### src/rtl/mux_scan_ctrl.sv
// Channel scan sequencer for a downstream 4:1 mux: dwells DWELL cycles per enabled
// channel, samples o_in, and records each sample in a per-channel capture bank.
//
// state    | meaning
// ---------+-------------------------------------------------------------
// ST_IDLE  | waiting for an accepted start; s holds its last value
// ST_DWELL | s settling on a channel; sample taken when cnt reaches DWELL-1
module mux_scan_ctrl #(
  parameter int unsigned DWELL = 4
) (
  input  logic       clk,
  input  logic       rst_n,
  input  logic       start,
  input  logic       stop,
  input  logic       mode,
  input  logic [3:0] mask,
  input  logic [1:0] o_in,
  output logic [1:0] s,
  output logic       busy,
  output logic       sample_valid,
  output logic [1:0] sample_ch,
  output logic [1:0] sample_data,
  output logic [7:0] cap,
  output logic       done
);

  typedef enum logic {ST_IDLE, ST_DWELL} state_t;

  localparam logic [7:0] CNT_LAST = 8'(DWELL - 1);

  state_t     state, state_nx;
  logic [7:0] cnt, cnt_nx;
  logic [3:0] mask_q, mask_nx;
  logic       mode_q, mode_nx;
  logic [1:0] s_nx, sample_ch_nx, sample_data_nx, nxt_ch;
  logic [7:0] cap_nx;
  logic       busy_nx, sample_valid_nx, done_nx;

  function automatic logic [1:0] lowest_ch(input logic [3:0] m);
    logic [1:0] ch;
    ch = 2'd0;
    for (int i = 3; i >= 0; i--) begin
      if (m[i]) ch = 2'(i);
    end
    return ch;
  endfunction

  // Searches cur+1, cur+2, cur+3 then cur itself; descending loop lets the nearest win.
  function automatic logic [1:0] next_ch(input logic [3:0] m, input logic [1:0] cur);
    logic [1:0] nxt;
    logic [1:0] idx;
    nxt = cur;
    for (int k = 4; k >= 1; k--) begin
      idx = cur + 2'(k);
      if (m[idx]) nxt = idx;
    end
    return nxt;
  endfunction

  always_ff @(posedge clk or negedge rst_n) begin
    if (!rst_n) begin
      state        <= ST_IDLE;
      cnt          <= 8'd0;
      mask_q       <= 4'd0;
      mode_q       <= 1'b0;
      s            <= 2'd0;
      busy         <= 1'b0;
      sample_valid <= 1'b0;
      sample_ch    <= 2'd0;
      sample_data  <= 2'd0;
      cap          <= 8'h00;
      done         <= 1'b0;
    end else begin
      state        <= state_nx;
      cnt          <= cnt_nx;
      mask_q       <= mask_nx;
      mode_q       <= mode_nx;
      s            <= s_nx;
      busy         <= busy_nx;
      sample_valid <= sample_valid_nx;
      sample_ch    <= sample_ch_nx;
      sample_data  <= sample_data_nx;
      cap          <= cap_nx;
      done         <= done_nx;
    end
  end

  always_comb begin
    state_nx        = state;
    cnt_nx          = cnt;
    mask_nx         = mask_q;
    mode_nx         = mode_q;
    s_nx            = s;
    sample_valid_nx = 1'b0;
    sample_ch_nx    = sample_ch;
    sample_data_nx  = sample_data;
    cap_nx          = cap;
    done_nx         = 1'b0;
    nxt_ch          = next_ch(mask_q, s);

    case (state)
      ST_IDLE: begin
        if (start && !stop && (mask != 4'd0)) begin
          mask_nx  = mask;
          mode_nx  = mode;
          s_nx     = lowest_ch(mask);
          cnt_nx   = 8'd0;
          state_nx = ST_DWELL;
        end
      end
      ST_DWELL: begin
        if (stop) begin
          state_nx = ST_IDLE;
          cnt_nx   = 8'd0;
        end else if (cnt != CNT_LAST) begin
          cnt_nx = cnt + 8'd1;
        end else begin
          sample_valid_nx           = 1'b1;
          sample_ch_nx              = s;
          sample_data_nx            = o_in;
          cap_nx[{s, 1'b0} +: 2]    = o_in;
          s_nx                      = nxt_ch;
          cnt_nx                    = 8'd0;
          // Wrap (next <= current) closes a sweep; single-sweep mode stops here.
          if ((nxt_ch <= s) && !mode_q) begin
            state_nx = ST_IDLE;
            done_nx  = 1'b1;
          end
        end
      end
      default: state_nx = ST_IDLE;
    endcase

    busy_nx = (state_nx == ST_DWELL);
  end

endmodule

### config.mk
export PLATFORM = sky130hd
export DESIGN_NAME = mux_scan_ctrl
export DESIGN_NICKNAME = d
export VERILOG_FILES = /design/src/rtl/mux_scan_ctrl.sv
export SDC_FILE = /design/constraint.sdc
export NUM_CORES = 1
export LEC_CHECK = 0
export CAP_MARGIN = 20
export CORE_UTILIZATION = 48
export DETAILED_ROUTE_END_ITERATION = 10
export PLACE_DENSITY = 0.76
export RECOVER_POWER = 25
export REMOVE_ABC_BUFFERS = 1
export SYNTH_ARGS = -nofsm -noshare
export SYNTH_HDL_FRONTEND = slang
export SYNTH_SLANG_ARGS = --single-unit
### constraint.sdc
create_clock -name clk -period 2.9 [get_ports clk]
set_input_delay 0.58 -clock clk [delete_from_list [all_inputs] [get_ports clk]]
set_output_delay 0.58 -clock clk [all_outputs]
set_load 0.02 [all_outputs]
==> summary.txt <==
Clock tree
  – Resize count post-CTS: 0
  – CTS Buf Count: 5
  – Clk Tree Root Cell: clkbuf_4
  – Setup bufs post-CTS: 0
  – # H-tree levels: 2
  – CTS tree: built
  – Worst-path clk slew: 0.10 ns
  – Worst skew pair latency: between 0.3 and 0.4 ns
  – CTS Buffer Depth: 2
  – Clock tree sinks: 30
  – Hold Buf Count CTS: 0

Yosys
  – FF+latch count, synth: 30
  – Syn_area_per_cell: 10.4 sq um
  – Mapped cell area: 1710 sq um
  – Post-Synth Adder-Cell Area: 5.85%
  – Largest family of logic cells by synthesized area: simple AND/OR/NAND/NOR gates
  – Synth top area share: 43.9%
  – Xor and xnor area share after synthesis: 0%
  – Area leader, netlist: dfrtp_1
  – Netlist cell types: 33
  – Cells after Synth: 165
  – Yosys warnings: 0
  – Sequential area share after synthesis: 43.9%
  – Area contributors post-synth: dfrtp_1 (44%), mux2_4 (7.0%), ha_1 (5.8%), o21ai_0 (4.1%), nand2_1 (3.9%)
  – Mux cell area share after synthesis: around 14%
  – Simple-Gate Fraction of Synth Area: 20.3%
  – Synth Area in Compound Gates: a little under an eighth

STA
  – RSZ-0062 raised after global routing: false
  – Finish-stage setup viols: 0
  – Slew Limit Fails: 31
  – Highest clock rate: 394 MHz
  – Least-Margin Pin Slew: 1.62 ns
  – Post-route setup TNS: 0 ns
  – Final Cycle Share: 87.6%
  – Final hold slack: 0.489 ns
  – Skew final: 0.0109 ns
  – Tmin final: between 2 and 3 ns
  – Fin. Hold Viols: 0
  – Slew HR: -7.77%

GRT
  – GR Util All Layers: around 20%
  – Routing usage on met3: 4.55%
  – Initial antenna violation count: 0
  – Vias in the first global route: 1296
  – M2 GR Usage: a little under two fifths
  – Most Used Layer, Global Route: met2
  – First-pass GRT wire length: around 5.5 mm
  – Largest net degree at the start of global routing: 31
  – GR Overflow Total: 0
  – Met1 global-route usage: between 20% and 30%

Layout
  – P&R area growth vs syn: 22.7%
  – Design Area, Final: 2100 sq um
  – Layout cell share with drive strength beyond 1: around 17%
  – Final #Nets: approximately 220
  – # diodes: 0

Pwr
  – Peak supply drop: 0.000452 V
  – Internal: ~0.0011 W
  – Switching Share: 40.8%
  – Clk network pwr share: between 10% and 20%
  – Power per Cell Area: 847 nW/um^2
  – Switching power: 0.000725 W
  – Static Leak: 0.993 nW
  – Sequential Power Share: 34.5%
  – Gate power share: just over 50%

Floorplanning
  – Die width: 61.7 microns
  – Core area: 3360 sq um
  – I/O pin count: 28
  – Die area: 3810 sq um
  – Row cnt: 21
  – Initial cell density of the core: a little over 50%
  – Die Y: 61.7 microns

Setup path
  – CP Max Fanout: 11
  – Setup CP Type: reg -> reg
  – Startpoint types: flip-flop
  – Arr. time, crit path: 2.76 ns
  – CP Data Required Time: 3.12 ns
  – Endpoint class of the critical path: flip-flop

Route
  – Via/cell ratio: 5.53
  – Routed len/inst: 14.1 microns
  – Antenna viol nets, final: 0
  – Drt first pass iters: 4
  – Detailed-route via count: 1350
  – 1st-iter DRT viols: 52
  – DRC viols: 0
  – Detailed-route wire length: around 3.5 mm

Min path
  – Worst min path class: reg -> reg

Placed design
  – RD Place Congestion: 0.913
  – Buffers on Ports: 27
  – Placement Cell Area: 2040 sq um
  – Post-DP HPWL: 2.57 mm

Run
  – Max Cap Viol: 1

Status
  – Status: finished with violations
  – Failing checks: max-capacitance violations, max-slew violations
-- final timing paths --
kind,startpoint,end,slack (ns),cells past startpoint
worst max-delay path,s[1],state,0.36,10
worst min register to register,sample_data[1],sample_data[1],0.49,2
max in group asynchronous,rst_n,mask_q[0],0.79,2
min in group asynchronous,rst_n,cap[2],1.17,2
worst max register to register,s[1],state,0.36,10
worst min-delay path,sample_data[1],sample_data[1],0.49,2
-- sequential cells by signal, indices dropped and copies added (netlist names), 2 cells and up --
signal	flops
mask_q	4
sample_data	2
sample_ch	2
s	2
cnt	8
cap	8
-- per-stage QoR --
| step | instances | setup slack (ns) | total power, W | utilization (%) |
|---|---|---|---|---|
| final | 244 | 0.360 | 0.00178 | 62.4 |
| after global routing | 244 | 0.210 | 0.00191 | 62.4 |
| after CTS | 244 | 0.374 | 0.00179 | 62.5 |
| after detailed placement | 236 | 0.383 | 0.00152 | 60.6 |
| after global placement | 236 | 0.434 | 0.00149 | 60.6 |
| after floorplan | 159 | 0.140 | 0.00122 | - |
-- placed cells by master, fill, tap and decap left out, drive strengths merged --
master         instances
o21ai                 14
a22o                   1
clkinv                 1
o22ai                  2
or4                    1
or4b                   1
inv                   10
ha                     8
nor3                   2
nor4                   3
buf                    3
and3                   5
a211oi                 2
mux2i                  5
or3                    5
nor2                   5
dfrtp                 30
o32a                   1
o31a                   1
nor2b                  5
nand2b                 1
clkdlybuf4s50         26
clkinvlp               1
nor4bb                 4
a21oi                  9
o211ai                 1
mux2                  14
dlygate4sd3            1
o21a                   1
nand2                 22
nand3                  5
a221oi                 1
clkbuf                 7
-- cell usage after synthesis --
| cell | n |
|---|---|
| nor2b_1 | 5 |
| or4b_4 | 1 |
| or4_1 | 1 |
| mux2i_1 | 5 |
| o22ai_1 | 2 |
| inv_1 | 9 |
| dfrtp_1 | 30 |
| a22o_1 | 1 |
| nor3_1 | 2 |
| a21oi_1 | 9 |
| nand2b_1 | 1 |
| o31a_1 | 1 |
| or3_1 | 5 |
| nor4bb_1 | 4 |
| o211ai_1 | 1 |
| o21a_1 | 1 |
| inv_12 | 1 |
| a211oi_1 | 2 |
| ha_1 | 8 |
| nand3_1 | 5 |
| and3_1 | 4 |
| buf_6 | 1 |
| nor2_1 | 5 |
| o21ai_0 | 14 |
| nand2_1 | 18 |
| mux2_2 | 6 |
| mux2_4 | 8 |
| o32a_2 | 1 |
| nand2_4 | 4 |
| a221oi_1 | 1 |
| nor4_1 | 3 |
| clkbuf_1 | 5 |
| and3_2 | 1 |
-- per-layer routing --
metal	vias up	wire [microns]	part of all wire, %
li1	654	-	-
met1	645	1460	42
met2	40	1770	51
met3	11	151	4.4
met4	0	63	1.8
met5	-	0	0
-- final cells by class --
cell class	instances	area [sq um]
timing repair buffer	31	297
clock buffer	6	51.3
inverter	10	50.0
multi-input combinational	119	881
sequential	30	751
fill	304	1260
clock inverter	2	12.5
tap	46	57.6
-- power by group through the flow --
stage	Clock (W)	Sequential [W]	Combinational [W]
after global placement	0	0.000611	0.000874
after floorplan	0	0.000690	0.000533
after CTS	0.000276	0.000612	0.000900
final	0.000266	0.000614	0.000898
after detailed placement	0	0.000619	0.000897
after global routing	0.000294	0.000629	0.000988
-- cells by family after synthesis --
kind of cell,after synthesis
AO/OA/AOI/OAI,33
adder cells (fa/ha/maj),8
buffers and inverters,16
flip-flops,30
multiplexers,19
AND/OR/NAND/NOR,59
-- critical path: stages, from the launching register on --
cell and delay, ns:
dfrtp_1 0.37, inv_1 0.10, ha_1 0.48, mux2_2 0.38, o22ai_1 0.11, a21oi_1 0.11
ha_1 0.29, nand2_1 0.04, o21ai_0 0.08, a21oi_1 0.10, or3_1 0.35
Power figures use the tool's default switching activity.
==> patch (same settings) <==
Make the reset (`rst_n`) synchronous in one clocked block.
--- a/src/rtl/mux_scan_ctrl.sv
+++ b/src/rtl/mux_scan_ctrl.sv
@@ -57,7 +57,7 @@
     return nxt;
   endfunction
 
-  always_ff @(posedge clk or negedge rst_n) begin
+  always_ff @(posedge clk) begin
     if (!rst_n) begin
       state        <= ST_IDLE;
       cnt          <= 8'd0;
Check against the original RTL: differs if rst_n is asserted again (counterexample within 4 cycles, from zero or initial values and one cycle with rst_n low); with rst_n held inactive, the same outputs for 10 cycles.
==> patch against the unedited design <==
  * Worst setup slack worse by 0.051 ns
  * Clock skew hardly changed
  * Core utilization increased by 2.0 points
  * Sequential cell count did not move
  * Cell count is 3.7% higher
  * Area after synthesis fell by 6.2%
  * Non-clock buffer count up 1
  * Final area down 4.8%
  * Synthesized cell count is 7.3% higher
  * Wire length down 3.4%
  * Critical path type unchanged
Power is not compared: it rests on default switching activity, and its combinational part moved more than twofold at a synthesized area within 25%.
==> patch: results (changes against the unedited design) <==
stage	metric	value	unit	change
status	outcome	complete, no violations		
power_and_ir_drop	vdd_ir_drop_max	0.0002776	V	
sta	skew	0.01062	ns	-0.0002715 ns
setup_path	worstPathArrival	2.82	ns	+0.06 ns
detailed_routing	viasPerCell	5.451		-1.5%
setup_path	cp_max_fo	8		-3
placed_design	dpl.hpwl	2434	um	-5.3%
detailed_routing	dr.pass1.iters	4		unchanged
clock_tree	cts-root-buf	clkbuf_4		
placed_design	place_congestion	0.7759		-15%
detailed_routing	drt-initial-drc-count	61		+17%
synthesis	yosys-top-cells-area	dfxtp_1 (37%), ha_1 (6.2%), mux2i_1 (6.2%)		
grt	grt_pass1_wl	5678	um	+2.4%
sta	holdWs	0.4508	ns	-0.03827 ns
detailed_routing	wl	3333	um	-3.4%
clock_tree	insertion_delay	0.33	ns	
synthesis	yosysWarnings	0		unchanged
synthesis	synth.yosys.seq_area_share	0.3741		-0.06447
final_layout	reg.largest.list	cap (8), cnt (8), mask_q (4)		
grt	track_usage	0.2163		+0.01239
min_path	hp-class	register to register		
grt	grt_max_degree	17		-45%
final_layout	drive_gt1_frac	0.08612		-0.08054
placed_design	place_ws	0.3204	ns	-0.06282 ns
synthesis	postSynth.asyncResetShare	0		-1.000
sta	timing_worst_slew_pin_value	0.6999	ns	-0.9166 ns
clock_tree	clk_path_buf_depth	2		unchanged
clock_tree	cts.clk_slew.worst_paths	0.10	ns	about the same
setup_path	r2r_slack	0.31	ns	-0.05 ns
final_layout	antenna_cells	0		unchanged
final_layout	final_nets	227		+5.1%
clock_tree	cts_resized	0		unchanged
clock_tree	cts_buffers	5		unchanged
synthesis	synthTopCellsByCount	dfxtp_1 (30), nand2_1 (18), nor2_1 (16)		
power_and_ir_drop	power_leakage	0.0007534	uW	
synthesis	ys_types	45		+36%
sta	fmax	0.3861	GHz	-2.0%
clock_tree	cts_htree_levels	2		unchanged
grt	grt_pass1_vias	1337		+3.2%
placed_design	numPortBuffers	27		unchanged
grt	antenna_found_initial	0		unchanged
synthesis	synth_flop_cell	dfxtp_1		
clock_tree	cts_setup_buffers	0		unchanged
[patch: layout make-up]
cell class / count / area, um2
clock inverters: 3 / 40.04
inverters: 4 / 15.01
clock buffers: 5 / 37.54
multi-input cells: 135 / 942.2
fillers: 303 / 1105
flip-flops and latches: 30 / 600.6
repair buffers: 32 / 307.8
well taps: 44 / 55.05
[patch: report_power, final]
| part | total (uW) | switching (uW) | internal [uW] |
|---|---|---|---|
| clock network | 329 | 151 | 178 |
| registers | 428 | 9.46 | 419 |
| logic | 127 | 65.9 | 61.5 |
| total | 885 | 226 | 659 |
[patch: metal layers]
metal / routed length, um / track usage
met5: 0 / 0
met4: 67 / 0.1130
met3: 186 / 0.05844
met2: 1645 / 0.3667
met1: 1433 / 0.2470
[patch: cell families (layout without fill, tap and decap cells)]
family,after synthesis,after routing,share of synthesized area
mux,12,12,0.09041
simple gates,81,81,0.2790
xor+xnor,6,6,0.03274
buf+inv,12,44,0.03507
compound gates,28,28,0.1263
flops,30,30,0.3741
fa+ha+maj,8,8,0.06236
[patch: per-stage QoR]
stage	cell area [um2]	util	instances
2_1_floorplan	1564	-	169
3_3_place_gp	1927	0.6210	245
3_5_place_dp	1927	0.6210	245
4_1_cts	2004	0.6460	253
5_1_grt	1998	0.6440	253
6_report	1998	0.6440	253
[patch: worst max-delay path, stage by stage, from the launching register on]
cell and delay [ns]:
dfxtp_1 0.34, inv_1 0.09, ha_1 0.42, mux4_2 0.32
nand2b_1 0.15, o311ai_1 0.15, xnor2_1 0.19, ha_1 0.17
inv_1 0.04, a21o_1 0.16, a21oi_1 0.16, nor2_1 0.06
o31a_1 0.23
[patch: worst paths after layout]
kind,startpoint,endpoint,cells after the start
min reg2reg,cap[5],cap[5],2
min,cap[5],cap[5],2
max reg2reg,s[1],state,12
max,s[1],state,12
